--- src/rtl/ipif_reg_bank_if.sv ---
`default_nettype none
// ============================================================================
// Module      : ipif_reg_bank_if
// Description : IPIF bus bundle between the AXI-Lite IPIF shim (master) and
//               the register bank (slave): address, chip select, direction,
//               write data/byte enables, read data, acks and error.
// Revision    : 1.0 - initial release
// ============================================================================
interface ipif_reg_bank_if #(
    parameter int C_S_AXI_DATA_WIDTH = 32,
    parameter int C_S_AXI_ADDR_WIDTH = 32
);
    logic [C_S_AXI_ADDR_WIDTH-1:0]   Bus2IP_Addr;
    logic                            Bus2IP_CS;
    logic                            Bus2IP_RNW;
    logic [C_S_AXI_DATA_WIDTH-1:0]   Bus2IP_Data;
    logic [C_S_AXI_DATA_WIDTH/8-1:0] Bus2IP_BE;
    logic [C_S_AXI_DATA_WIDTH-1:0]   IP2Bus_Data;
    logic                            IP2Bus_RdAck;
    logic                            IP2Bus_WrAck;
    logic                            IP2Bus_Error;

    modport master (
        output Bus2IP_Addr, Bus2IP_CS, Bus2IP_RNW, Bus2IP_Data, Bus2IP_BE,
        input  IP2Bus_Data, IP2Bus_RdAck, IP2Bus_WrAck, IP2Bus_Error
    );

    modport slave (
        input  Bus2IP_Addr, Bus2IP_CS, Bus2IP_RNW, Bus2IP_Data, Bus2IP_BE,
        output IP2Bus_Data, IP2Bus_RdAck, IP2Bus_WrAck, IP2Bus_Error
    );
endinterface
`default_nettype wire

--- src/rtl/ipif_reg_bank.sv ---
`default_nettype none
// ============================================================================
// Module      : ipif_reg_bank
// Description : Parametrised IPIF slave register bank. Map order by word
//               index: WO, RW, RO, W1C status, W1C mask. Byte enables honoured,
//               per-register access strobes, registered irq, single-ack FSM
//               with error ack for unmapped indices.
//               Optional macro IPIF_REG_BANK_RD_PIPE_EN: registers the read
//               index and inserts an RDWAIT state, read ack at CS+2.
// Revision    : 1.0 - initial release
// ============================================================================
module ipif_reg_bank #(
    parameter int C_S_AXI_DATA_WIDTH = 32,
    parameter int C_S_AXI_ADDR_WIDTH = 32,
    parameter int NUM_WO_REGS        = 1,
    parameter int NUM_RW_REGS        = 2,
    parameter int NUM_RO_REGS        = 1,
    parameter int NUM_W1C_REGS       = 1,
    parameter logic [NUM_RW_REGS*C_S_AXI_DATA_WIDTH-1:0] RW_RESET_VALUE = '0
) (
    input  wire logic                                       Bus2IP_Clk,
    input  wire logic                                       Bus2IP_Resetn,
    ipif_reg_bank_if.slave                                  bus,
    output logic [NUM_WO_REGS*C_S_AXI_DATA_WIDTH-1:0]       wo_regs,
    output logic [NUM_RW_REGS*C_S_AXI_DATA_WIDTH-1:0]       rw_regs,
    input  wire logic [NUM_RO_REGS*C_S_AXI_DATA_WIDTH-1:0]  ro_regs,
    output logic [NUM_WO_REGS+NUM_RW_REGS-1:0]              wr_strobe,
    output logic [NUM_RO_REGS-1:0]                          rd_strobe,
    input  wire logic [NUM_W1C_REGS*C_S_AXI_DATA_WIDTH-1:0] w1c_set,
    output logic [NUM_W1C_REGS*C_S_AXI_DATA_WIDTH-1:0]      w1c_regs,
    output logic                                            irq
);
    localparam int c_DW        = C_S_AXI_DATA_WIDTH;
    localparam int c_BE_W      = c_DW / 8;
    localparam int c_ADDR_LSB  = $clog2(c_BE_W);
    localparam int c_TOTAL     = NUM_WO_REGS + NUM_RW_REGS + NUM_RO_REGS + 2*NUM_W1C_REGS;
    localparam int c_IDX_W     = (c_TOTAL <= 2) ? 1 : $clog2(c_TOTAL);
    localparam int c_RW_BASE   = NUM_WO_REGS;
    localparam int c_RO_BASE   = c_RW_BASE + NUM_RW_REGS;
    localparam int c_W1C_BASE  = c_RO_BASE + NUM_RO_REGS;
    localparam int c_MASK_BASE = c_W1C_BASE + NUM_W1C_REGS;

    typedef enum logic [1:0] {
        S_IDLE   = 2'd0,
        S_ACK    = 2'd1,
        S_WAIT   = 2'd2,
        S_RDWAIT = 2'd3
    } state_t;

    state_t                                 r_state;
    logic [c_DW-1:0]                        r_wo   [NUM_WO_REGS];
    logic [c_DW-1:0]                        r_rw   [NUM_RW_REGS];
    logic [c_DW-1:0]                        r_w1c  [NUM_W1C_REGS];
    logic [c_DW-1:0]                        r_mask [NUM_W1C_REGS];
    logic [c_DW-1:0]                        r_rdata;
    logic                                   r_rdack;
    logic                                   r_wrack;
    logic                                   r_err;
    logic                                   r_irq;
    logic [NUM_WO_REGS+NUM_RW_REGS-1:0]     r_wr_strobe;
    logic [NUM_RO_REGS-1:0]                 r_rd_strobe;

    logic [c_IDX_W-1:0]                     w_idx;
    logic [31:0]                            w_idx32;
    logic [31:0]                            w_rd_idx32;
    logic [c_DW-1:0]                        w_be_mask;
    logic                                   w_wr_go;
    logic [c_DW-1:0]                        w_w1c_clr [NUM_W1C_REGS];
    logic [c_DW-1:0]                        w_rd_data;
    logic                                   w_rd_err;
    logic [NUM_RO_REGS-1:0]                 w_rd_ro_hit;
    logic                                   w_pending;
    logic                                   w_unused;

    assign w_idx    = bus.Bus2IP_Addr[c_ADDR_LSB +: c_IDX_W];
    assign w_idx32  = 32'(w_idx);
    assign w_wr_go  = (r_state == S_IDLE) && bus.Bus2IP_CS && !bus.Bus2IP_RNW;
    // Address bits above the index are don't-care
    assign w_unused = ^bus.Bus2IP_Addr;

`ifdef IPIF_REG_BANK_RD_PIPE_EN
    logic [31:0] r_idx32;
    // Read index captured at CS so the read mux is fed from a register
    always_ff @(posedge Bus2IP_Clk or negedge Bus2IP_Resetn) begin
        if (!Bus2IP_Resetn)                                 r_idx32 <= '0;
        else if (r_state == S_IDLE && bus.Bus2IP_CS)        r_idx32 <= w_idx32;
    end
    assign w_rd_idx32 = r_idx32;
`else
    assign w_rd_idx32 = w_idx32;
`endif

    // Expand byte enables into a bit mask
    always_comb begin
        w_be_mask = '0;
        for (int b = 0; b < c_BE_W; b++) begin
            w_be_mask[b*8 +: 8] = {8{bus.Bus2IP_BE[b]}};
        end
    end

    // Read mux: region decode of the read index, unmapped flags an error
    always_comb begin
        w_rd_data   = '0;
        w_rd_err    = (w_rd_idx32 >= c_TOTAL);
        w_rd_ro_hit = '0;
        for (int k = 0; k < NUM_RW_REGS; k++)
            if (w_rd_idx32 == c_RW_BASE + k)   w_rd_data = r_rw[k];
        for (int k = 0; k < NUM_RO_REGS; k++)
            if (w_rd_idx32 == c_RO_BASE + k) begin
                w_rd_data      = ro_regs[k*c_DW +: c_DW];
                w_rd_ro_hit[k] = 1'b1;
            end
        for (int k = 0; k < NUM_W1C_REGS; k++) begin
            if (w_rd_idx32 == c_W1C_BASE + k)  w_rd_data = r_w1c[k];
            if (w_rd_idx32 == c_MASK_BASE + k) w_rd_data = r_mask[k];
        end
    end

    // Software clear vector for the W1C registers (data=1 and BE=1)
    always_comb begin
        for (int k = 0; k < NUM_W1C_REGS; k++) begin
            w_w1c_clr[k] = '0;
            if (w_wr_go && (w_idx32 == c_W1C_BASE + k))
                w_w1c_clr[k] = bus.Bus2IP_Data & w_be_mask;
        end
    end

    // Pending interrupt: any status bit enabled by its mask
    always_comb begin
        w_pending = 1'b0;
        for (int k = 0; k < NUM_W1C_REGS; k++)
            w_pending = w_pending | (|(r_w1c[k] & r_mask[k]));
    end

    // Access FSM: executes the access, registers acks, strobes and read data
    always_ff @(posedge Bus2IP_Clk or negedge Bus2IP_Resetn) begin
        if (!Bus2IP_Resetn) begin
            r_state     <= S_IDLE;
            r_rdata     <= '0;
            r_rdack     <= 1'b0;
            r_wrack     <= 1'b0;
            r_err       <= 1'b0;
            r_wr_strobe <= '0;
            r_rd_strobe <= '0;
            for (int k = 0; k < NUM_WO_REGS; k++)  r_wo[k]   <= '0;
            for (int k = 0; k < NUM_RW_REGS; k++)  r_rw[k]   <= RW_RESET_VALUE[k*c_DW +: c_DW];
            for (int k = 0; k < NUM_W1C_REGS; k++) r_mask[k] <= '0;
        end else begin
            r_rdack     <= 1'b0;
            r_wrack     <= 1'b0;
            r_err       <= 1'b0;
            r_wr_strobe <= '0;
            r_rd_strobe <= '0;
            case (r_state)
                S_IDLE: begin
                    if (bus.Bus2IP_CS) begin
                        if (bus.Bus2IP_RNW) begin
`ifdef IPIF_REG_BANK_RD_PIPE_EN
                            r_state <= S_RDWAIT;
`else
                            r_rdack     <= 1'b1;
                            r_err       <= w_rd_err;
                            r_rdata     <= w_rd_data;
                            r_rd_strobe <= w_rd_ro_hit;
                            r_state     <= S_ACK;
`endif
                        end else begin
                            r_wrack <= 1'b1;
                            r_err   <= (w_idx32 >= c_TOTAL);
                            r_state <= S_ACK;
                            for (int k = 0; k < NUM_WO_REGS; k++)
                                if (w_idx32 == k) begin
                                    r_wo[k] <= (r_wo[k] & ~w_be_mask) | (bus.Bus2IP_Data & w_be_mask);
                                    r_wr_strobe[k] <= 1'b1;
                                end
                            for (int k = 0; k < NUM_RW_REGS; k++)
                                if (w_idx32 == c_RW_BASE + k) begin
                                    r_rw[k] <= (r_rw[k] & ~w_be_mask) | (bus.Bus2IP_Data & w_be_mask);
                                    r_wr_strobe[c_RW_BASE + k] <= 1'b1;
                                end
                            for (int k = 0; k < NUM_W1C_REGS; k++)
                                if (w_idx32 == c_MASK_BASE + k)
                                    r_mask[k] <= (r_mask[k] & ~w_be_mask) | (bus.Bus2IP_Data & w_be_mask);
                        end
                    end
                end
                S_RDWAIT: begin
                    r_rdack     <= 1'b1;
                    r_err       <= w_rd_err;
                    r_rdata     <= w_rd_data;
                    r_rd_strobe <= w_rd_ro_hit;
                    r_state     <= S_ACK;
                end
                S_ACK: begin
                    r_state <= S_WAIT;
                end
                S_WAIT: begin
                    if (!bus.Bus2IP_CS) r_state <= S_IDLE;
                end
                default: r_state <= S_IDLE;
            endcase
        end
    end

    // Sticky status: hardware set wins over a same-cycle software clear
    always_ff @(posedge Bus2IP_Clk or negedge Bus2IP_Resetn) begin
        if (!Bus2IP_Resetn) begin
            for (int k = 0; k < NUM_W1C_REGS; k++) r_w1c[k] <= '0;
        end else begin
            for (int k = 0; k < NUM_W1C_REGS; k++)
                r_w1c[k] <= (r_w1c[k] & ~w_w1c_clr[k]) | w1c_set[k*c_DW +: c_DW];
        end
    end

    // Registered interrupt level
    always_ff @(posedge Bus2IP_Clk or negedge Bus2IP_Resetn) begin
        if (!Bus2IP_Resetn) r_irq <= 1'b0;
        else                r_irq <= w_pending;
    end

    for (genvar g = 0; g < NUM_WO_REGS; g++) begin : g_wo_out
        assign wo_regs[g*c_DW +: c_DW] = r_wo[g];
    end
    for (genvar g = 0; g < NUM_RW_REGS; g++) begin : g_rw_out
        assign rw_regs[g*c_DW +: c_DW] = r_rw[g];
    end
    for (genvar g = 0; g < NUM_W1C_REGS; g++) begin : g_w1c_out
        assign w1c_regs[g*c_DW +: c_DW] = r_w1c[g];
    end

    assign bus.IP2Bus_Data  = r_rdata;
    assign bus.IP2Bus_RdAck = r_rdack;
    assign bus.IP2Bus_WrAck = r_wrack;
    assign bus.IP2Bus_Error = r_err;
    assign wr_strobe        = r_wr_strobe;
    assign rd_strobe        = r_rd_strobe;
    assign irq              = r_irq;
endmodule
`default_nettype wire

--- src/flat_wrapper.sv ---
// flat-port wrapper written by rule: the top's interface ports become plain ports
module ipif_reg_bank_flat 
#(
    parameter int C_S_AXI_DATA_WIDTH = 32,
    parameter int C_S_AXI_ADDR_WIDTH = 32,
    parameter int NUM_WO_REGS        = 1,
    parameter int NUM_RW_REGS        = 2,
    parameter int NUM_RO_REGS        = 1,
    parameter int NUM_W1C_REGS       = 1,
    parameter logic [NUM_RW_REGS*C_S_AXI_DATA_WIDTH-1:0] RW_RESET_VALUE = '0
)
  (Bus2IP_Clk, Bus2IP_Resetn, wo_regs, rw_regs, ro_regs, wr_strobe, rd_strobe, w1c_set, w1c_regs, irq, bus_Bus2IP_Addr, bus_Bus2IP_CS, bus_Bus2IP_RNW, bus_Bus2IP_Data, bus_Bus2IP_BE, bus_IP2Bus_Data, bus_IP2Bus_RdAck, bus_IP2Bus_WrAck, bus_IP2Bus_Error);
  ipif_reg_bank_if #(.C_S_AXI_DATA_WIDTH(C_S_AXI_DATA_WIDTH), .C_S_AXI_ADDR_WIDTH(C_S_AXI_ADDR_WIDTH)) bus_i ();
  input  wire logic Bus2IP_Clk;
  input  wire logic Bus2IP_Resetn;
  output logic [NUM_WO_REGS*C_S_AXI_DATA_WIDTH-1:0] wo_regs;
  output logic [NUM_RW_REGS*C_S_AXI_DATA_WIDTH-1:0] rw_regs;
  input  wire logic [NUM_RO_REGS*C_S_AXI_DATA_WIDTH-1:0] ro_regs;
  output logic [NUM_WO_REGS+NUM_RW_REGS-1:0] wr_strobe;
  output logic [NUM_RO_REGS-1:0] rd_strobe;
  input  wire logic [NUM_W1C_REGS*C_S_AXI_DATA_WIDTH-1:0] w1c_set;
  output logic [NUM_W1C_REGS*C_S_AXI_DATA_WIDTH-1:0] w1c_regs;
  output logic irq;
  input wire logic [$bits(bus_i.Bus2IP_Addr)-1:0] bus_Bus2IP_Addr;
  input wire logic [$bits(bus_i.Bus2IP_CS)-1:0] bus_Bus2IP_CS;
  input wire logic [$bits(bus_i.Bus2IP_RNW)-1:0] bus_Bus2IP_RNW;
  input wire logic [$bits(bus_i.Bus2IP_Data)-1:0] bus_Bus2IP_Data;
  input wire logic [$bits(bus_i.Bus2IP_BE)-1:0] bus_Bus2IP_BE;
  output wire logic [$bits(bus_i.IP2Bus_Data)-1:0] bus_IP2Bus_Data;
  output wire logic [$bits(bus_i.IP2Bus_RdAck)-1:0] bus_IP2Bus_RdAck;
  output wire logic [$bits(bus_i.IP2Bus_WrAck)-1:0] bus_IP2Bus_WrAck;
  output wire logic [$bits(bus_i.IP2Bus_Error)-1:0] bus_IP2Bus_Error;
  assign bus_i.Bus2IP_Addr = bus_Bus2IP_Addr;
  assign bus_i.Bus2IP_CS = bus_Bus2IP_CS;
  assign bus_i.Bus2IP_RNW = bus_Bus2IP_RNW;
  assign bus_i.Bus2IP_Data = bus_Bus2IP_Data;
  assign bus_i.Bus2IP_BE = bus_Bus2IP_BE;
  assign bus_IP2Bus_Data = bus_i.IP2Bus_Data;
  assign bus_IP2Bus_RdAck = bus_i.IP2Bus_RdAck;
  assign bus_IP2Bus_WrAck = bus_i.IP2Bus_WrAck;
  assign bus_IP2Bus_Error = bus_i.IP2Bus_Error;
  ipif_reg_bank #(.C_S_AXI_DATA_WIDTH(C_S_AXI_DATA_WIDTH), .C_S_AXI_ADDR_WIDTH(C_S_AXI_ADDR_WIDTH), .NUM_WO_REGS(NUM_WO_REGS), .NUM_RW_REGS(NUM_RW_REGS), .NUM_RO_REGS(NUM_RO_REGS), .NUM_W1C_REGS(NUM_W1C_REGS), .RW_RESET_VALUE(RW_RESET_VALUE)) u_core (.Bus2IP_Clk(Bus2IP_Clk), .Bus2IP_Resetn(Bus2IP_Resetn), .bus(bus_i), .wo_regs(wo_regs), .rw_regs(rw_regs), .ro_regs(ro_regs), .wr_strobe(wr_strobe), .rd_strobe(rd_strobe), .w1c_set(w1c_set), .w1c_regs(w1c_regs), .irq(irq));
endmodule
--- config.mk ---
export PLATFORM = sky130hd
export DESIGN_NAME = ipif_reg_bank_flat
export DESIGN_NICKNAME = d
export VERILOG_FILES = /design/src/rtl/ipif_reg_bank_if.sv /design/src/rtl/ipif_reg_bank.sv /design/src/flat_wrapper.sv
export SDC_FILE = /design/constraint.sdc
export NUM_CORES = 1
export LEC_CHECK = 0
export CORE_ASPECT_RATIO = 0.8
export CORE_MARGIN = 4
export CORE_UTILIZATION = 51
export CTS_BUF_LIST = sky130_fd_sc_hd__clkbuf_4 sky130_fd_sc_hd__clkbuf_8
export DETAILED_ROUTE_END_ITERATION = 12
export HOLD_SLACK_MARGIN = 0.15
export PLACE_DENSITY = 0.88
export SLEW_MARGIN = 10
export SYNTH_ARGS = -nofsm -noshare
export SYNTH_HDL_FRONTEND = slang
export SYNTH_SLANG_ARGS = --single-unit
export TNS_END_PERCENT = 10
--- constraint.sdc ---
create_clock -name Bus2IP_Clk -period 4.7 [get_ports Bus2IP_Clk]
set_clock_uncertainty 0.15 [all_clocks]
set_input_delay 0.94 -clock Bus2IP_Clk [delete_from_list [all_inputs] [get_ports Bus2IP_Clk]]
set_output_delay 0.94 -clock Bus2IP_Clk [all_outputs]
set_load 0.05 [all_outputs]
==> flow_summary.html, run 1 <==
<table>
<tr><th>Metric</th><th>Value</th></tr>
<tr><th colspan="2">Setup path</th></tr>
<tr><td>Startpoint of the worst-slack reg-to-reg timing path</td><td>u_core.r_state[0]$_DFFE_PN0P_</td></tr>
<tr><td>Critical Path Fanout Max</td><td>33</td></tr>
<tr><td>Critical path required time</td><td>roughly 5 ns</td></tr>
<tr><td>Signal arrival time at the worst endpoint</td><td>around 3.5 ns</td></tr>
<tr><td>R2R Setup Slk</td><td>1.44 ns</td></tr>
<tr><td>Nature of the critical path endpoint</td><td>register</td></tr>
<tr><td>Number of cells on the worst reg-to-reg path</td><td>6</td></tr>
<tr><td>Kind of critical path</td><td>reg2reg</td></tr>
<tr><td>Worst reg2reg path endpoint</td><td>u_core.bus.IP2Bus_Data[2]$_DFFE_PN0P_</td></tr>
<tr><td>Launching element type of the critical path</td><td>register</td></tr>
<tr><th colspan="2">Final layout</th></tr>
<tr><td>Fraction of the core area covered by cells at the end of the flow</td><td>0.727</td></tr>
<tr><td>Syn-to-layout area delta</td><td>38.6%</td></tr>
<tr><td>Total number of nets in the final design</td><td>roughly 1,200</td></tr>
<tr><td>Final design instance area without fill</td><td>about 13,000 um^2</td></tr>
<tr><td>Share of cells above drive strength 1</td><td>0.271</td></tr>
<tr><td>Antenna diode instance count</td><td>0</td></tr>
<tr><th colspan="2">Routing</th></tr>
<tr><td>Initial detailed-routing violation count</td><td>approximately 570</td></tr>
<tr><td>Antenna violation net count after detailed routing</td><td>0</td></tr>
<tr><td>Drc violations</td><td>0</td></tr>
<tr><td>Aggregate routed wire length</td><td>between 30,000 and 40,000 um</td></tr>
<tr><td>Per-cell routed wire length</td><td>about 24 um</td></tr>
<tr><td>Iteration count of the initial detailed-routing pass</td><td>7</td></tr>
<tr><td>Vias after detailed routing</td><td>approximately 7,500</td></tr>
<tr><td>Routed vias/inst</td><td>5.99</td></tr>
<tr><th colspan="2">Logic synthesis</th></tr>
<tr><td>Fraction of registers with async set/reset</td><td>1.00</td></tr>
<tr><td>Sequential share of the synthesized area</td><td>0.551</td></tr>
<tr><td>Total of flip-flops plus latches after synthesis</td><td>202</td></tr>
<tr><td>Synthesized cell area</td><td>9170 um^2</td></tr>
<tr><td>Unique masters post-synth</td><td>34</td></tr>
<tr><td>EDFF count, synth</td><td>0</td></tr>
<tr><td>Cells after synthesis</td><td>approximately 740</td></tr>
<tr><td>Mapped Avg Cell Area</td><td>around 12 um^2</td></tr>
<tr><td>Number of warning messages in the yosys log</td><td>0</td></tr>
<tr><td>Post-Syn Nets</td><td>a little under 900</td></tr>
<tr><td>Dominant register cell in the synthesized netlist</td><td>sky130_fd_sc_hd__dfrtp_1</td></tr>
<tr><th colspan="2">STA</th></tr>
<tr><td>Setup TNS</td><td>0 ns</td></tr>
<tr><td>Min cycle time layout</td><td>approximately 3.3 ns</td></tr>
<tr><td>Highest clock rate</td><td>just over 0.3 GHz</td></tr>
<tr><td>Final Slew Violations</td><td>0</td></tr>
<tr><td>Share of the clock period used by the worst path after layout</td><td>0.693</td></tr>
<tr><td>Post-Route Hold Slack</td><td>0.349 ns</td></tr>
<tr><td>Worst-margin pin slew</td><td>1.28 ns</td></tr>
<tr><td>Setup repair after global routing missed its margin</td><td>no</td></tr>
<tr><td>Number of hold-slack violations in the final timing report</td><td>0</td></tr>
<tr><td>Total setup violations reported at the end of the flow</td><td>0</td></tr>
<tr><td>Worst slew margin</td><td>0.146</td></tr>
<tr><td>Final setup slack of the worst path</td><td>roughly 1.4 ns</td></tr>
<tr><th colspan="2">Placed design</th></tr>
<tr><td>Routability congestion estimate from global placement</td><td>between 0.8 and 0.9</td></tr>
<tr><td>DP Area</td><td>12,100 um^2</td></tr>
<tr><td>Detailed placer's ending HPWL</td><td>roughly 22,000 um</td></tr>
<tr><td>Pre-CTS setup slack</td><td>approximately 1.3 ns</td></tr>
<tr><td>Port buffer count</td><td>roughly 270</td></tr>
<tr><th colspan="2">Hold path</th></tr>
<tr><td>Worst hold endpoint</td><td>u_core.bus.IP2Bus_Data[11]$_DFFE_PN0P_</td></tr>
<tr><td>Min-Delay Path Class</td><td>reg2reg</td></tr>
<tr><td>Worst hold path cell count</td><td>2</td></tr>
<tr><td>Startpoint of the worst hold path</td><td>u_core.bus.IP2Bus_Data[11]$_DFFE_PN0P_</td></tr>
<tr><th colspan="2">Pwr</th></tr>
<tr><td>Peak VDD IR</td><td>0.000308 V</td></tr>
<tr><td>Ratio of total power to cell area</td><td>547 nW/um^2</td></tr>
<tr><td>Leakage dissipation</td><td>roughly 5.7 nW</td></tr>
<tr><th colspan="2">Clock network</th></tr>
<tr><td>Sinks on the clock net</td><td>slightly above 200</td></tr>
<tr><td>Maximum level of the CTS H-tree</td><td>2</td></tr>
<tr><td>Hold buffers post-CTS</td><td>0</td></tr>
<tr><td>Clock transition at the register clock pins on the worst setup and hold paths after CTS</td><td>roughly 0.06 ns</td></tr>
<tr><td>Worst-case clock buffer depth</td><td>3</td></tr>
<tr><td>Post_cts resized</td><td>0</td></tr>
<tr><td>Clock tree from TritonCTS</td><td>yes</td></tr>
<tr><td>Worst-skew pair later-pin latency</td><td>0.51 ns</td></tr>
<tr><td>Post-CTS setup-driven buffer insertion count</td><td>0</td></tr>
<tr><td>CTS Buf Count</td><td>34</td></tr>
<tr><td>Clock tree root buffer cell</td><td>sky130_fd_sc_hd__clkbuf_8</td></tr>
<tr><th colspan="2">Floorplan</th></tr>
<tr><td>Die X-Extent</td><td>roughly 160 um</td></tr>
<tr><td>Number of placement rows</td><td>43</td></tr>
<tr><td>Area of the die</td><td>approximately 20,000 um^2</td></tr>
<tr><td>IO Pins</td><td>between 300 and 400</td></tr>
<tr><td>Initial Utilization</td><td>0.524</td></tr>
<tr><td>Die extent in y</td><td>128 um</td></tr>
<tr><td>Total core area</td><td>17,500 um^2</td></tr>
<tr><th colspan="2">Outcome</th></tr>
<tr><td>Run status</td><td>complete, no violations</td></tr>
<tr><th colspan="2">Global route</th></tr>
<tr><td>Largest net degree at the start of global routing</td><td>roughly 110</td></tr>
<tr><td>All-layer global routing usage</td><td>0.299</td></tr>
<tr><td>Wire length of the first global-routing pass</td><td>between 40,000 and 50,000 um</td></tr>
<tr><td>Global route total overflow</td><td>0</td></tr>
<tr><td>Number of antenna violations at the first check in global routing</td><td>0</td></tr>
<tr><td>Number of global-route vias before repair</td><td>~7,800</td></tr>
<tr><th colspan="2">Job</th></tr>
<tr><td>Number of maximum-capacitance constraint violations</td><td>0</td></tr>
</table>
==> synthesized netlist by cell type, types with 5 or more instances <==
cell type / count / area, um^2
sky130_fd_sc_hd__a222oi_1: 32 / 320
sky130_fd_sc_hd__nand4_1: 8 / 50.1
sky130_fd_sc_hd__buf_4: 5 / 37.5
sky130_fd_sc_hd__nand3_2: 5 / 50.1
sky130_fd_sc_hd__a31oi_1: 32 / 200
sky130_fd_sc_hd__dfrtp_1: 202 / 5050
sky130_fd_sc_hd__nand3_4: 7 / 123
sky130_fd_sc_hd__clkbuf_1: 26 / 97.6
sky130_fd_sc_hd__nand3_1: 33 / 165
sky130_fd_sc_hd__nor2_1: 64 / 240
sky130_fd_sc_hd__mux2_2: 160 / 1800
sky130_fd_sc_hd__o31ai_1: 32 / 240
sky130_fd_sc_hd__a22oi_1: 16 / 120
sky130_fd_sc_hd__or2_2: 32 / 200
sky130_fd_sc_hd__buf_2: 11 / 55.1
sky130_fd_sc_hd__inv_1: 35 / 131
==> per-layer routing <==
metal	vias to the layer above	routed length, um	part of all wire	track usage
li1	3272	-	-	-
met1	3771	12500	0.41	0.397
met2	394	14000	0.46	0.466
met3	63	3390	0.11	0.0979
met4	0	791	0.026	0.102
met5	-	0	0	0
==> critical path, cell delays in order, from the launching register on <==
cell                       delay, ns
sky130_fd_sc_hd__dfrtp_1        0.40
sky130_fd_sc_hd__inv_1          0.11
sky130_fd_sc_hd__ha_1           0.26
sky130_fd_sc_hd__nand2b_2       0.70
sky130_fd_sc_hd__and2_1         1.09
sky130_fd_sc_hd__buf_4          0.32
sky130_fd_sc_hd__o31ai_1        0.09
==> cells in the final DEF, fill, tap and decap left out, drive strengths merged <==
cell type      count
a21oi              2
a222oi            32
a22oi             16
a31oi             32
and2               4
and3               1
and3b              1
and4               4
and4bb             1
buf               14
clkbuf            50
clkdlybuf4s50    271
clkinv             2
clkinvlp           1
dfrtp            202
ha                 4
inv               35
mux2             160
mux2i              2
nand2              2
nand2b             1
nand3             45
nand3b             1
nand4              8
nor2              65
nor2b              4
nor3               1
o21ai              1
o31ai             32
or2               32
or4                1
==> stage by stage <==
step / total power, mW / instances
after floorplan: 4.32 / 736
after global placement: 5.40 / 1200
after detailed placement: 5.47 / 1200
after CTS: 6.99 / 1252
after global routing: 7.25 / 1252
final: 6.96 / 1252
==> worst max-delay path by stage <==
stage                                  start                                     end  depth (start not counted)  slack (ns)
6_report       u_core.r_state[0]$_DFFE_PN0P_   u_core.bus.IP2Bus_Data[2]$_DFFE_PN0P_                          6        1.44
2_1_floorplan             bus_Bus2IP_Addr[4]                                register                          6        2.37
4_1_cts        u_core.r_state[0]$_DFFE_PN0P_   u_core.bus.IP2Bus_Data[1]$_DFFE_PN0P_                          6        1.41
3_3_place_gp              bus_Bus2IP_Addr[4]  u_core.bus.IP2Bus_Data[11]$_DFFE_PN0P_                          6        1.34
5_1_grt        u_core.r_state[1]$_DFFE_PN0P_   u_core.bus.IP2Bus_Data[2]$_DFFE_PN0P_                          6        1.29
3_5_place_dp              bus_Bus2IP_Addr[4]  u_core.bus.IP2Bus_Data[29]$_DFFE_PN0P_                          6        1.27
==> final cells by class <==
class                           count  area (um^2)
Clock buffer                       49          612
Inverter                           35          131
Timing Repair Buffer              286         2840
Multi-Input combinational cell    452         3770
Fill cell                        1195         4780
Tap cell                          225          282
Sequential cell                   202         5050
Clock inverter                      3         17.5
==> cells by family after synthesis <==
family,synth area share
and+or+nand+nor,0.107
muxes,0.199
buffers and inverters,0.0398
adders and majority gates,0.00546
AOI/OAI and AO/OA,0.0977
DFF,0.551
==> power breakdown <==
| group | leakage, nW | switching [mW] | internal (mW) |
|---|---|---|---|
| clock | 0.334 | 0.682 | 0.826 |
| combinational | 2.80 | 1.90 | 1.10 |
| sequential | 2.55 | 0.297 | 2.16 |
| total | 5.68 | 2.88 | 4.08 |
(Power assumes the default switching activity.)
==> run 2: changes to the inputs <==
--- a/config.mk
+++ b/config.mk
@@ -7,11 +7,11 @@
 export LEC_CHECK = 0
 export CORE_ASPECT_RATIO = 0.8
 export CORE_MARGIN = 4
-export CORE_UTILIZATION = 51
+export CORE_UTILIZATION = 48
 export CTS_BUF_LIST = sky130_fd_sc_hd__clkbuf_4 sky130_fd_sc_hd__clkbuf_8
 export DETAILED_ROUTE_END_ITERATION = 12
 export HOLD_SLACK_MARGIN = 0.15
-export PLACE_DENSITY = 0.88
+export PLACE_DENSITY = 0.83
 export SLEW_MARGIN = 10
 export SYNTH_ARGS = -nofsm -noshare
 export SYNTH_HDL_FRONTEND = slang
==> constraint.sdc (replaced) <==
create_clock -name Bus2IP_Clk -period 3.1 [get_ports Bus2IP_Clk]
set_clock_uncertainty 0.15 [all_clocks]
set_input_delay 0.62 -clock Bus2IP_Clk [delete_from_list [all_inputs] [get_ports Bus2IP_Clk]]
set_output_delay 0.62 -clock Bus2IP_Clk [all_outputs]
set_load 0.05 [all_outputs]
==> flow_summary.html, run 2 (synthesis results as in run 1) <==
<table>
<tr><th>Metric</th><th>Value</th></tr>
<tr><th colspan="2">Outcome</th></tr>
<tr><td>Run status</td><td>complete, no violations</td></tr>
<tr><th colspan="2">Clock network</th></tr>
<tr><td>Worst-case clock buffer depth</td><td>3 (unchanged)</td></tr>
<tr><td>CTS Buf Count</td><td>34 (unchanged)</td></tr>
<tr><td>Post-CTS setup-driven buffer insertion count</td><td>0 (unchanged)</td></tr>
<tr><td>Clock tree root buffer cell</td><td>sky130_fd_sc_hd__clkbuf_8</td></tr>
<tr><td>Clock transition at the register clock pins on the worst setup and hold paths after CTS</td><td>0.06 ns (about the same)</td></tr>
<tr><td>Post_cts resized</td><td>0 (unchanged)</td></tr>
<tr><td>Maximum level of the CTS H-tree</td><td>2 (unchanged)</td></tr>
<tr><td>Worst-skew pair later-pin latency</td><td>0.50 ns (about the same)</td></tr>
<tr><td>Sinks on the clock net</td><td>202 (unchanged)</td></tr>
<tr><td>Clock tree from TritonCTS</td><td>yes</td></tr>
<tr><th colspan="2">Final layout</th></tr>
<tr><td>Commonest non-fill, non-tap cell in the layout</td><td>sky130_fd_sc_hd__clkdlybuf4s50_1</td></tr>
<tr><td>Antenna diode instance count</td><td>0 (unchanged)</td></tr>
<tr><td>Leading cell types in the layout, fill and taps excluded</td><td>271 x sky130_fd_sc_hd__clkdlybuf4s50_1, 202 x sky130_fd_sc_hd__dfrtp_1, 160 x sky130_fd_sc_hd__mux2_2</td></tr>
<tr><td>Total number of nets in the final design</td><td>1,163 (+1.0%)</td></tr>
<tr><td>Number of fill cells in the layout</td><td>1,372 (+15%)</td></tr>
<tr><td>Final Instance Count excl. Fillers</td><td>1,301 (+3.9%)</td></tr>
<tr><td>Syn-to-layout area delta</td><td>41.6%</td></tr>
<tr><td>Fraction of the core area covered by cells at the end of the flow</td><td>0.704 (-0.0231)</td></tr>
<tr><td>Share of cells above drive strength 1</td><td>0.285 (+0.0146)</td></tr>
<tr><th colspan="2">Setup path</th></tr>
<tr><td>Launching element type of the critical path</td><td>register</td></tr>
<tr><td>Top Family by Delay on Critical Path</td><td>buffers and inverters</td></tr>
<tr><td>Number of stages on the worst setup path</td><td>1 (-5)</td></tr>
<tr><td>Critical Path Fanout Max</td><td>4 (-88%)</td></tr>
<tr><td>Crit-path slowest cell</td><td>sky130_fd_sc_hd__clkdlybuf4s50_1</td></tr>
<tr><td>Signal arrival time at the worst endpoint</td><td>1.88 ns (-1.60 ns)</td></tr>
<tr><td>Number of buffers and inverters on the critical path</td><td>1 (-1)</td></tr>
<tr><td>Critical path cell sequence</td><td>clkdlybuf4s50_1</td></tr>
<tr><td>Kind of critical path</td><td>reg2out</td></tr>
<tr><td>Nature of the critical path endpoint</td><td>output port</td></tr>
<tr><td>Slowest cell delay on critical path</td><td>0.87 ns (-0.22 ns)</td></tr>
<tr><td>Critical path required time</td><td>2.33 ns (-2.59 ns)</td></tr>
<tr><td>Number of cells on the worst reg-to-reg path</td><td>5 (-1)</td></tr>
<tr><th colspan="2">Pwr</th></tr>
<tr><td>Final Power</td><td>10.8 mW (+55%)</td></tr>
<tr><td>Ratio of total power to cell area</td><td>831 nW/um^2 (+52%)</td></tr>
<tr><td>Leakage dissipation</td><td>5.82 nW (+2.4%)</td></tr>
<tr><td>Peak VDD IR</td><td>0.000482 V (+57%)</td></tr>
<tr><th colspan="2">Floorplan</th></tr>
<tr><td>Die extent in y</td><td>132 um (+2.9%)</td></tr>
<tr><td>Area of the die</td><td>21,400 um^2 (+5.9%)</td></tr>
<tr><td>Number of placement rows</td><td>44 (+2.3%)</td></tr>
<tr><td>Die X-Extent</td><td>163 um (+2.9%)</td></tr>
<tr><td>Initial Utilization</td><td>0.497 (-0.0272)</td></tr>
<tr><td>IO Pins</td><td>304 (unchanged)</td></tr>
<tr><td>Total core area</td><td>18,400 um^2 (+5.5%)</td></tr>
<tr><th colspan="2">STA</th></tr>
<tr><td>Total setup violations reported at the end of the flow</td><td>0 (unchanged)</td></tr>
<tr><td>Setup repair after global routing missed its margin</td><td>no</td></tr>
<tr><td>Final Slew Violations</td><td>0 (unchanged)</td></tr>
<tr><td>Share of the clock period used by the worst path after layout</td><td>0.853</td></tr>
<tr><td>Setup TNS</td><td>0 ns (unchanged)</td></tr>
<tr><td>Min cycle time layout</td><td>roughly 2.6 ns</td></tr>
<tr><td>Final setup slack of the worst path</td><td>0.455 ns (-0.987 ns)</td></tr>
<tr><td>Worst slew margin</td><td>0.509 (+0.363)</td></tr>
<tr><td>Highest clock rate</td><td>between 0.3 and 0.4 GHz</td></tr>
<tr><td>Number of hold-slack violations in the final timing report</td><td>0 (unchanged)</td></tr>
<tr><td>Worst-margin pin slew</td><td>0.736 ns (-0.545 ns)</td></tr>
<tr><th colspan="2">Global route</th></tr>
<tr><td>All-layer global routing usage</td><td>0.284 (-0.0149)</td></tr>
<tr><td>Largest net degree at the start of global routing</td><td>67 (-40%)</td></tr>
<tr><td>Number of global-route vias before repair</td><td>7,916 (+1.9%)</td></tr>
<tr><td>Wire length of the first global-routing pass</td><td>47,200 um (+2.4%)</td></tr>
<tr><td>Number of antenna violations at the first check in global routing</td><td>0 (unchanged)</td></tr>
<tr><td>Global route total overflow</td><td>0 (unchanged)</td></tr>
<tr><th colspan="2">Routing</th></tr>
<tr><td>Antenna violation net count after detailed routing</td><td>0 (unchanged)</td></tr>
<tr><td>Iteration count of the initial detailed-routing pass</td><td>8 (+1)</td></tr>
<tr><td>Aggregate routed wire length</td><td>31,100 um (+1.5%)</td></tr>
<tr><td>Initial detailed-routing violation count</td><td>661 (+16%)</td></tr>
<tr><td>Vias after detailed routing</td><td>7,545 (+0.60%)</td></tr>
<tr><td>Per-cell routed wire length</td><td>23.9 um (-2.3%)</td></tr>
<tr><td>Drc violations</td><td>0 (unchanged)</td></tr>
<tr><td>Routed vias/inst</td><td>5.80 (-3.2%)</td></tr>
<tr><th colspan="2">Placed design</th></tr>
<tr><td>Port buffer count</td><td>274 (unchanged)</td></tr>
<tr><td>Routability congestion estimate from global placement</td><td>0.801 (-7.2%)</td></tr>
<tr><td>Detailed placer's ending HPWL</td><td>22,400 um (+4.3%)</td></tr>
<tr><td>Placed cell count</td><td>1,239 (+3.3%)</td></tr>
<tr><td>Pre-CTS setup slack</td><td>0.288 ns (-0.984 ns)</td></tr>
<tr><th colspan="2">Hold path</th></tr>
<tr><td>Min-Delay Path Class</td><td>in2reg</td></tr>
<tr><td>Worst hold path cell count</td><td>2 (unchanged)</td></tr>
<tr><th colspan="2">Job</th></tr>
<tr><td>Number of maximum-capacitance constraint violations</td><td>0 (unchanged)</td></tr>
</table>
==> run 2: final timing paths <==
check	to	from	slack [ns]
hold reg to reg	u_core.bus.IP2Bus_Data[2]$_DFFE_PN0P_	u_core.bus.IP2Bus_Data[2]$_DFFE_PN0P_	0.35
min in group asynchronous	async pin	Bus2IP_Resetn	0.54
hold / removal	u_core.rd_strobe$_DFF_PN0_	bus_Bus2IP_Addr[2]	0.32
setup reg to reg	register	u_core.r_state[0]$_DFFE_PN0P_	0.69
setup / recovery	w1c_regs[8]	u_core.w1c_regs[8]$_DFF_PN0_	0.45
max in group asynchronous	async pin	Bus2IP_Resetn	1.46
==> run 2: area by class of cell <==
class,instances,area (um^2),share of cell area
tap,253,317,0.0244
clock buffer,59,731,0.0563
timing repair buffer,298,2960,0.228
inverter,35,131,0.0101
clock inverter,2,10.0,0.000771
sequential,202,5050,0.389
multi-input combinational,452,3780,0.291
==> run 2: power breakdown <==
group	switching, mW	total (mW)	internal [mW]
combinational	2.86	4.53	1.67
sequential	0.452	3.72	3.27
clock	1.06	2.54	1.48
total	4.38	10.8	6.42
==> run 2: routing by layer <==
metal | GRT usage | up-vias | part of all wire | wire length, um
met4 | 0.0606 | 0 | 0.012 | 374
met5 | 0 | - | 0 | 0
met3 | 0.0886 | 34 | 0.099 | 3090
met2 | 0.456 | 366 | 0.47 | 14600
li1 | - | 3317 | - | -
met1 | 0.384 | 3828 | 0.42 | 13000
==> run 2: through the flow <==
stage          hold WS, ns  area (um^2)
6_report             0.323        13000
5_1_grt              0.301        13000
3_5_place_dp         0.338        12200
3_3_place_gp         0.331        12200
2_1_floorplan        0.174         9170
4_1_cts              0.296        13000
==> run 2: timing repair <==
| action | 4_1_cts | 5_1_grt |
|---|---|---|
| setup endpoints to repair | 0 | 0 |
| hold buffers | 1 | 0 |
| hold endpoints to repair | 63 | 0 |
